[src/rtl/user_irq_pkg.sv]
`default_nettype none
// ============================================================================
// Module      : user_irq_pkg
// Description : Shared constants for the user interrupt router: register
//               word addresses, NMISEL field layout, claim-valid bit, size
//               limits and the fast-line routing mask helper.
// Revision    : 1.0 - initial release
// ============================================================================
package user_irq_pkg;

  localparam int c_max_src  = 32;
  localparam int c_max_fast = 15;
  localparam int c_min_src  = 3;

  // Word addresses of the configuration registers
  localparam logic [2:0] c_addr_enable  = 3'd0;
  localparam logic [2:0] c_addr_mode    = 3'd1;
  localparam logic [2:0] c_addr_pending = 3'd2;
  localparam logic [2:0] c_addr_claim   = 3'd3;
  localparam logic [2:0] c_addr_fastmap = 3'd4;
  localparam logic [2:0] c_addr_nmisel  = 3'd5;

  // NMISEL layout: bit 5 valid, bits 4:0 source index
  localparam int c_nmisel_valid_bit = 5;
  localparam int c_nmisel_idx_msb   = 4;
  localparam int c_nmisel_w         = 6;

  // CLAIM read-data valid flag
  localparam int c_claim_valid_bit = 31;

  // Bits of FASTMAP that may be set: source i maps to fast line i-2,
  // so only sources that exist and have a matching fast line qualify.
  function automatic logic [c_max_src-1:0] fast_mask(input int num_src, input int num_fast);
    logic [c_max_src-1:0] m;
    m = '0;
    for (int i = 2; i < c_max_src; i++) begin
      if (i < num_src && (i - 2) < num_fast) m[i] = 1'b1;
    end
    return m;
  endfunction

endpackage
`default_nettype wire

[src/rtl/user_irq_src_cell.sv]
`default_nettype none
// ============================================================================
// Module      : user_irq_src_cell
// Description : One interrupt source: optional two-flop synchroniser,
//               previous-sample register and the level/edge pending latch.
//               Optional feature macro: USER_IRQ_SYNC_EN (adds synchroniser).
// Revision    : 1.0 - initial release
// ============================================================================
module user_irq_src_cell (
  input  logic clk_i,
  input  logic rst_i,
  input  logic irq_i,
  input  logic edge_mode_i,
  input  logic mode_clr_i,
  input  logic w1c_i,
  input  logic claim_clr_i,
  output logic pending_o
);

  logic w_sample;
  logic r_prev;
  logic r_pending;

`ifdef USER_IRQ_SYNC_EN
  logic r_sync1;
  logic r_sync2;

  // Two-flop synchroniser for an asynchronous interrupt line
  always_ff @(posedge clk_i) begin
    if (rst_i) begin
      r_sync1 <= 1'b0;
      r_sync2 <= 1'b0;
    end else begin
      r_sync1 <= irq_i;
      r_sync2 <= r_sync1;
    end
  end

  assign w_sample = r_sync2;
`else
  assign w_sample = irq_i;
`endif

  // Pending latch: mode change clears; edge sets beat W1C/claim clears;
  // level sources simply follow the sampled line.
  always_ff @(posedge clk_i) begin
    if (rst_i) begin
      r_prev    <= 1'b0;
      r_pending <= 1'b0;
    end else begin
      r_prev <= w_sample;
      if (mode_clr_i) begin
        r_pending <= 1'b0;
      end else if (edge_mode_i) begin
        if (w_sample && !r_prev) begin
          r_pending <= 1'b1;
        end else if (w1c_i || claim_clr_i) begin
          r_pending <= 1'b0;
        end
      end else begin
        r_pending <= w_sample;
      end
    end
  end

  assign pending_o = r_pending;

endmodule
`default_nettype wire

[src/rtl/user_irq_router.sv]
`default_nettype none
// ============================================================================
// Module      : user_irq_router
// Description : Routes SoC interrupt sources onto a user core's software,
//               timer, external, fast and NMI pins with per-source enable,
//               level/edge mode, pending, fast mapping, NMI select and claim.
//               Optional feature macro: USER_IRQ_SYNC_EN (input synchroniser).
// Revision    : 1.0 - initial release
// ============================================================================
module user_irq_router
  import user_irq_pkg::*;
#(
  parameter int NUM_SRC  = 32,
  parameter int NUM_FAST = 15
) (
  input  logic                clk_i,
  input  logic                rst_i,
  input  logic [NUM_SRC-1:0]  irq_i,
  input  logic                reg_req_i,
  input  logic                reg_we_i,
  input  logic [2:0]          reg_addr_i,
  input  logic [31:0]         reg_wdata_i,
  output logic [31:0]         reg_rdata_o,
  output logic                reg_ready_o,
  output logic                irq_software_o,
  output logic                irq_timer_o,
  output logic                irq_external_o,
  output logic [NUM_FAST-1:0] irq_fast_o,
  output logic                irq_nm_o
);

  localparam logic [c_max_src-1:0] c_fast_mask_full  = fast_mask(NUM_SRC, NUM_FAST);
  localparam logic [NUM_SRC-1:0]   c_fast_mask       = c_fast_mask_full[NUM_SRC-1:0];
  localparam logic [c_max_src-1:0] c_route_mask_full = 32'hFFFF_FFFC;
  localparam logic [NUM_SRC-1:0]   c_route_mask      = c_route_mask_full[NUM_SRC-1:0];

  logic [NUM_SRC-1:0]    r_en;
  logic [NUM_SRC-1:0]    r_mode;
  logic [NUM_SRC-1:0]    r_fastmap;
  logic [c_nmisel_w-1:0] r_nmisel;
  logic                  r_ready;
  logic [31:0]           r_rdata;

  logic                  w_wr;
  logic                  w_rd;
  logic [NUM_SRC-1:0]    w_wdata_src;
  logic [NUM_SRC-1:0]    w_pending;
  logic [NUM_SRC-1:0]    w_ext_set;
  logic [NUM_SRC-1:0]    w_mode_clr;
  logic [NUM_SRC-1:0]    w_w1c;
  logic [NUM_SRC-1:0]    w_claim_clr;
  logic [31:0]           w_en32;
  logic [31:0]           w_mode32;
  logic [31:0]           w_pend32;
  logic [31:0]           w_fast32;
  logic [31:0]           w_ext32;
  logic [31:0]           w_claim_hot32;
  logic                  w_claim_found;
  logic [4:0]            w_claim_idx;
  logic [31:0]           w_rdata_next;

  assign w_wr        = reg_req_i & reg_we_i;
  assign w_rd        = reg_req_i & ~reg_we_i;
  assign w_wdata_src = reg_wdata_i[NUM_SRC-1:0];

  // Sources eligible for the external pin (and therefore for claim)
  assign w_ext_set = w_pending & r_en & ~r_fastmap & c_route_mask;

  // Zero-extend per-source vectors to the 32-bit register width
  always_comb begin
    w_en32   = '0;
    w_mode32 = '0;
    w_pend32 = '0;
    w_fast32 = '0;
    w_ext32  = '0;
    w_en32[NUM_SRC-1:0]   = r_en;
    w_mode32[NUM_SRC-1:0] = r_mode;
    w_pend32[NUM_SRC-1:0] = w_pending;
    w_fast32[NUM_SRC-1:0] = r_fastmap;
    w_ext32[NUM_SRC-1:0]  = w_ext_set;
  end

  // Claim picks the lowest-numbered external source (descending scan, last hit wins)
  always_comb begin
    w_claim_found = 1'b0;
    w_claim_idx   = '0;
    for (int i = c_max_src - 1; i >= 2; i--) begin
      if (w_ext32[i]) begin
        w_claim_found = 1'b1;
        w_claim_idx   = 5'(i);
      end
    end
  end

  assign w_claim_hot32 = 32'd1 << w_claim_idx;

  // Per-source clear strobes derived from the current register access
  always_comb begin
    w_mode_clr  = '0;
    w_w1c       = '0;
    w_claim_clr = '0;
    if (w_wr && reg_addr_i == c_addr_mode)    w_mode_clr = w_wdata_src ^ r_mode;
    if (w_wr && reg_addr_i == c_addr_pending) w_w1c      = w_wdata_src & r_mode;
    if (w_rd && reg_addr_i == c_addr_claim && w_claim_found) begin
      w_claim_clr = w_claim_hot32[NUM_SRC-1:0] & r_mode;
    end
  end

  // Read data multiplexer
  always_comb begin
    w_rdata_next = '0;
    case (reg_addr_i)
      c_addr_enable:  w_rdata_next = w_en32;
      c_addr_mode:    w_rdata_next = w_mode32;
      c_addr_pending: w_rdata_next = w_pend32;
      c_addr_claim: begin
        if (w_claim_found) begin
          w_rdata_next[c_claim_valid_bit] = 1'b1;
          w_rdata_next[4:0]               = w_claim_idx;
        end
      end
      c_addr_fastmap: w_rdata_next = w_fast32;
      c_addr_nmisel:  w_rdata_next[c_nmisel_w-1:0] = r_nmisel;
      default:        w_rdata_next = '0;
    endcase
  end

  // Configuration registers and one-cycle access handshake
  always_ff @(posedge clk_i) begin
    if (rst_i) begin
      r_en      <= '0;
      r_mode    <= '0;
      r_fastmap <= '0;
      r_nmisel  <= '0;
      r_ready   <= 1'b0;
      r_rdata   <= '0;
    end else begin
      r_ready <= reg_req_i;
      r_rdata <= w_rd ? w_rdata_next : 32'd0;
      if (w_wr) begin
        case (reg_addr_i)
          c_addr_enable:  r_en      <= w_wdata_src;
          c_addr_mode:    r_mode    <= w_wdata_src;
          c_addr_fastmap: r_fastmap <= w_wdata_src & c_fast_mask;
          c_addr_nmisel:  r_nmisel  <= reg_wdata_i[c_nmisel_w-1:0];
          default: ;
        endcase
      end
    end
  end

  for (genvar i = 0; i < NUM_SRC; i++) begin : g_src
    user_irq_src_cell u_cell (
      .clk_i       (clk_i),
      .rst_i       (rst_i),
      .irq_i       (irq_i[i]),
      .edge_mode_i (r_mode[i]),
      .mode_clr_i  (w_mode_clr[i]),
      .w1c_i       (w_w1c[i]),
      .claim_clr_i (w_claim_clr[i]),
      .pending_o   (w_pending[i])
    );
  end

  for (genvar k = 0; k < NUM_FAST; k++) begin : g_fast
    if (k + 2 < NUM_SRC) begin : g_map
      assign irq_fast_o[k] = w_pending[k+2] & r_en[k+2] & r_fastmap[k+2];
    end else begin : g_none
      assign irq_fast_o[k] = 1'b0;
    end
  end

  assign irq_software_o = w_pending[0] & r_en[0];
  assign irq_timer_o    = w_pending[1] & r_en[1];
  assign irq_external_o = |w_ext_set;
  // NMI ignores enable; indices beyond NUM_SRC hit zero-extended bits
  assign irq_nm_o       = r_nmisel[c_nmisel_valid_bit] & w_pend32[r_nmisel[c_nmisel_idx_msb:0]];

  assign reg_ready_o = r_ready;
  assign reg_rdata_o = r_rdata;

endmodule
`default_nettype wire

[config.mk]
export PLATFORM = sky130hd
export DESIGN_NAME = user_irq_router
export DESIGN_NICKNAME = d
export VERILOG_FILES = /design/src/rtl/user_irq_pkg.sv /design/src/rtl/user_irq_src_cell.sv /design/src/rtl/user_irq_router.sv
export SDC_FILE = /design/constraint.sdc
export NUM_CORES = 1
export LEC_CHECK = 0
export CORE_ASPECT_RATIO = 0.8
export CORE_MARGIN = 1.5
export CORE_UTILIZATION = 50
export CTS_CLUSTER_SIZE = 20
export DETAILED_ROUTE_END_ITERATION = 8
export HOLD_SLACK_MARGIN = 0.15
export PLACE_DENSITY = 0.74
export SLEW_MARGIN = 20
export SYNTH_ARGS = -nofsm -noshare
export SYNTH_HDL_FRONTEND = slang
export SYNTH_SLANG_ARGS = --single-unit
[constraint.sdc]
create_clock -name clk_i -period 4.8 [get_ports clk_i]
set_input_delay 0.72 -clock clk_i [delete_from_list [all_inputs] [get_ports clk_i]]
set_output_delay 0.72 -clock clk_i [all_outputs]
set_load 0.03 [all_outputs]
==> impl_metrics.tcl <==
set metrics [dict create \
    clock_latency_ps 440 \
    fin_skew_ps 9.36 \
    netlist.area_leader.share 0.418 \
    path_max_fanout 10 \
    globalRouteTotalUtil 0.305 \
    yosys.area_share.simple 0.245 \
    wl_mm 27.4 \
    start_kind "flip-flop" \
    synth_adder_area_share 0.0459 \
    fin_tns_setup_ps 0 \
    rrSetupSlack_ps 1590 \
    clk_pin_slew_ps 70 \
    rsz0062_at_grt "no" \
    area_delta_synth_final_pct 22.4 \
    max_slew_margin 0.347 \
    drt_iter0_drc 1291 \
    num_rows 42 \
    synth_seq_cells 182 \
    syn_area_per_cell_um2 8.29 \
    diodes 0 \
    multiInputGateArea_um2 4800 \
    cts_hold_buf 0 \
    die_y_um 121 \
    grtUsageMet3 0.0665 \
    end_kind "output port" \
    synth_top_area_cell "dfxtp_1" \
    cts_root_buffer "clkbuf_16" \
    cts.path.max_buffers 2 \
    synthDistinctLibCells 56 \
    p_sw_frac 0.242 \
    p_comb_frac 0.087 \
    grt_max_degree 63 \
    hpwl_mm 18.5 \
    switchingPower_uw 798 \
    clockPowerShare 0.432 \
    post_cts_buffers 0 \
    report.final.slew_viol_count 0 \
    synth-compound-area-share 0.195 \
    die_area_um2 18200 \
    power_density_nw_per_um2 310 \
    gp_congestion 1.00 \
    seq_power_share 0.481 \
    crit_start "r_nmisel[0]" \
    cts_resized 0 \
    r2r_cells 8 \
    reg2reg_from "r_en[31]" \
    synth-async-reset-ratio 0 \
    busiest_layer "met1" \
    tightest_slew_ps 977 \
    ff_latch_area_um2 3640 \
    route.vias.total 8452 \
    netlist_area_um2 8720 \
    setup_viol 0 \
    status "complete, no violations" \
    syn_inst 1052 \
    cts_tree "yes" \
    antenna_left 0 \
    yosys-mux-area-fraction 0.0643 \
    fmax_mhz 245 \
    synth_edf_count 0 \
    grt_pass1_wl_mm 42.5 \
    drc 0 \
    grt_pass1_vias 7600 \
    portBuffers 122 \
    nFillCells 1461 \
    synth_top_family_by_area "simple AND/OR/NAND/NOR gates" \
    drv_cap 0 \
    synthFlopType "dfxtp_1" \
    fin_crit_sh 0.849 \
    min_path_type "flip-flop to flip-flop" \
    cts_buffers 17 \
    yosysSeqAreaShare 0.418 \
    vias_per_cell 6.12 \
    clkSinkCount 182 \
    leakage_nw 3.93 \
    grt.overflow.total 0 \
    required_ps 4080 \
    nNetsFinal 1253 \
    grt.met1_usage 0.455 \
    yosysWarnings 0 \
    htreeDepth 4 \
    holdWs_ps 472 \
    critPathCapture "irq_nm_o" \
    synth_fp_nets 1155 \
    internal-power_mw 2.51 \
    synth_area_leaders "dfxtp_1 (42%), nand2_1 (11%), a21oi_1 (7.3%)" \
    criticalPathCategory "flip-flop to output port" \
    fp.coreArea_um2 16800 \
    drive_gt1_frac 0.0655 \
    antenna_found_initial 0 \
    drt_pass1_iterations 6 \
    hold_viol_final 0 \
    fin_crit_ps 4070 \
    io_pins 123 \
    wl_per_cell_um 19.8 \
    die_w_um 151 \
    cp.arrival_ps 3350 \
    r2r-end "g_src[21].u_cell.pending_o" \
    synth_xor_area_frac 0 \
    initial_core_util 0.519 \
    peakVddDrop_v 0.000180 \
    grtUsageMet2 0.433 \
]
[routing by layer]
| layer | vias to the layer above | routed length, um |
|---|---|---|
| met5 | - | 0 |
| met4 | 0 | 555 |
| met3 | 49 | 3060 |
| met2 | 456 | 11700 |
| met1 | 4002 | 12100 |
| li1 | 3945 | - |
[cell usage in the layout (no fill, tap or decap), types with 3 or more instances in the layout]
cell | Yosys | routed
nand2_1 | 256 | 256
dfxtp_1 | 182 | 182
a21oi_1 | 127 | 127
clkdlybuf4s50_1 | 0 | 120
nor2_1 | 84 | 84
nor2b_1 | 36 | 36
ha_1 | 32 | 32
nand3_1 | 26 | 26
mux2i_1 | 25 | 25
a31oi_1 | 20 | 20
a22oi_1 | 19 | 19
buf_4 | 0 | 18
clkbuf_16 | 0 | 17
a221o_1 | 16 | 16
and3_1 | 16 | 15
o21ai_0 | 15 | 15
a221oi_1 | 15 | 15
nand3b_1 | 14 | 14
mux4_2 | 11 | 11
a211oi_1 | 10 | 10
a32oi_1 | 10 | 10
a21boi_0 | 7 | 7
nand4_1 | 6 | 6
a211o_1 | 6 | 6
nor3_1 | 5 | 5
and2_1 | 4 | 4
and3b_1 | 4 | 4
nor3b_1 | 4 | 4
clkbuf_1 | 44 | 4
a22o_1 | 3 | 3
and3b_2 | 3 | 3
nor2_2 | 3 | 3
inv_1 | 3 | 3
a222oi_1 | 3 | 3
a41oi_1 | 3 | 3
nand2b_1 | 3 | 3
bufinv_16 | 0 | 3
[Yosys cell counts, types with 6 or more instances]
cell and count:
mux2i_1 25, a31oi_1 20, and3_1 16, nand3b_1 14, a21boi_0 7, nand4_1 6
nor2_1 84, a32oi_1 10, dfxtp_1 182, a21oi_1 127, a211o_1 6, o21ai_0 15
buf_2 9, a22oi_1 19, mux4_2 11, nand3_1 26, a221o_1 16, ha_1 32
nor2b_1 36, a211oi_1 10, a221oi_1 15, clkbuf_1 44, nand2_1 256
[power groups by stage]
stage               Clock [mW]  Sequential (mW)  Combinational, mW
floorplan                    0             1.61              0.151
global placement             0             1.62              0.278
detailed placement           0             1.62              0.280
CTS                       1.43             1.59              0.283
global route              1.50             1.59              0.308
finish                    1.43             1.59              0.287
[sequential cells by signal, summed over array words and instances (netlist names)]
register	flops
reg_ready_o	1
reg_rdata_o	32
r_fastmap	15
r_mode	32
r_en	32
r_nmisel	6
g_src.u_cell.r_prev	32
g_src.u_cell.pending_o	32
[area by class of cell]
class                      instances  share of cell area
timing repair buffer             140               0.128
clock buffer                      22              0.0426
tap                              220              0.0258
multi-input combinational        806               0.450
inverter                           3             0.00106
sequential                       182               0.342
clock inverter                     8              0.0117
[worst min-delay path by stage]
stage | from | to | cells after the start
after floorplan | r_en[0] | r_en[0] | 2
after global placement | r_en[17] | r_en[17] | 2
after detailed placement | r_en[1] | r_en[1] | 2
after CTS | r_en[1] | r_en[1] | 2
after global routing | r_en[1] | r_en[1] | 2
final | r_en[1] | r_en[1] | 2
[metrics by stage]
stage / worst slack [ps] / instance area (um2) / total power [mW] / utilization / cells
2_1_floorplan: 2080 / 8720 / 1.76 / - / 1052
3_3_place_gp: 1230 / 10100 / 1.90 / 0.600 / 1351
3_5_place_dp: 1100 / 10100 / 1.90 / 0.600 / 1351
4_1_cts: 762 / 10700 / 3.30 / 0.634 / 1381
5_1_grt: 622 / 10700 / 3.40 / 0.634 / 1381
6_report: 726 / 10700 / 3.30 / 0.634 / 1381
[kinds of logic after synthesis]
| kind of cell | count (synthesis) |
|---|---|
| buf+inv | 64 |
| mux | 39 |
| fa+ha+maj | 32 |
| compound gates | 262 |
| flops | 182 |
| simple gates | 473 |
[worst max-delay path, stage by stage, from the launching register on]
cell and delay [ps]:
dfxtp_1 850, mux4_2 640, mux4_2 520, mux2i_1 250, nor2b_1 80, clkdlybuf4s50_1 590
Note: power is estimated with default switching activity, not from simulation.
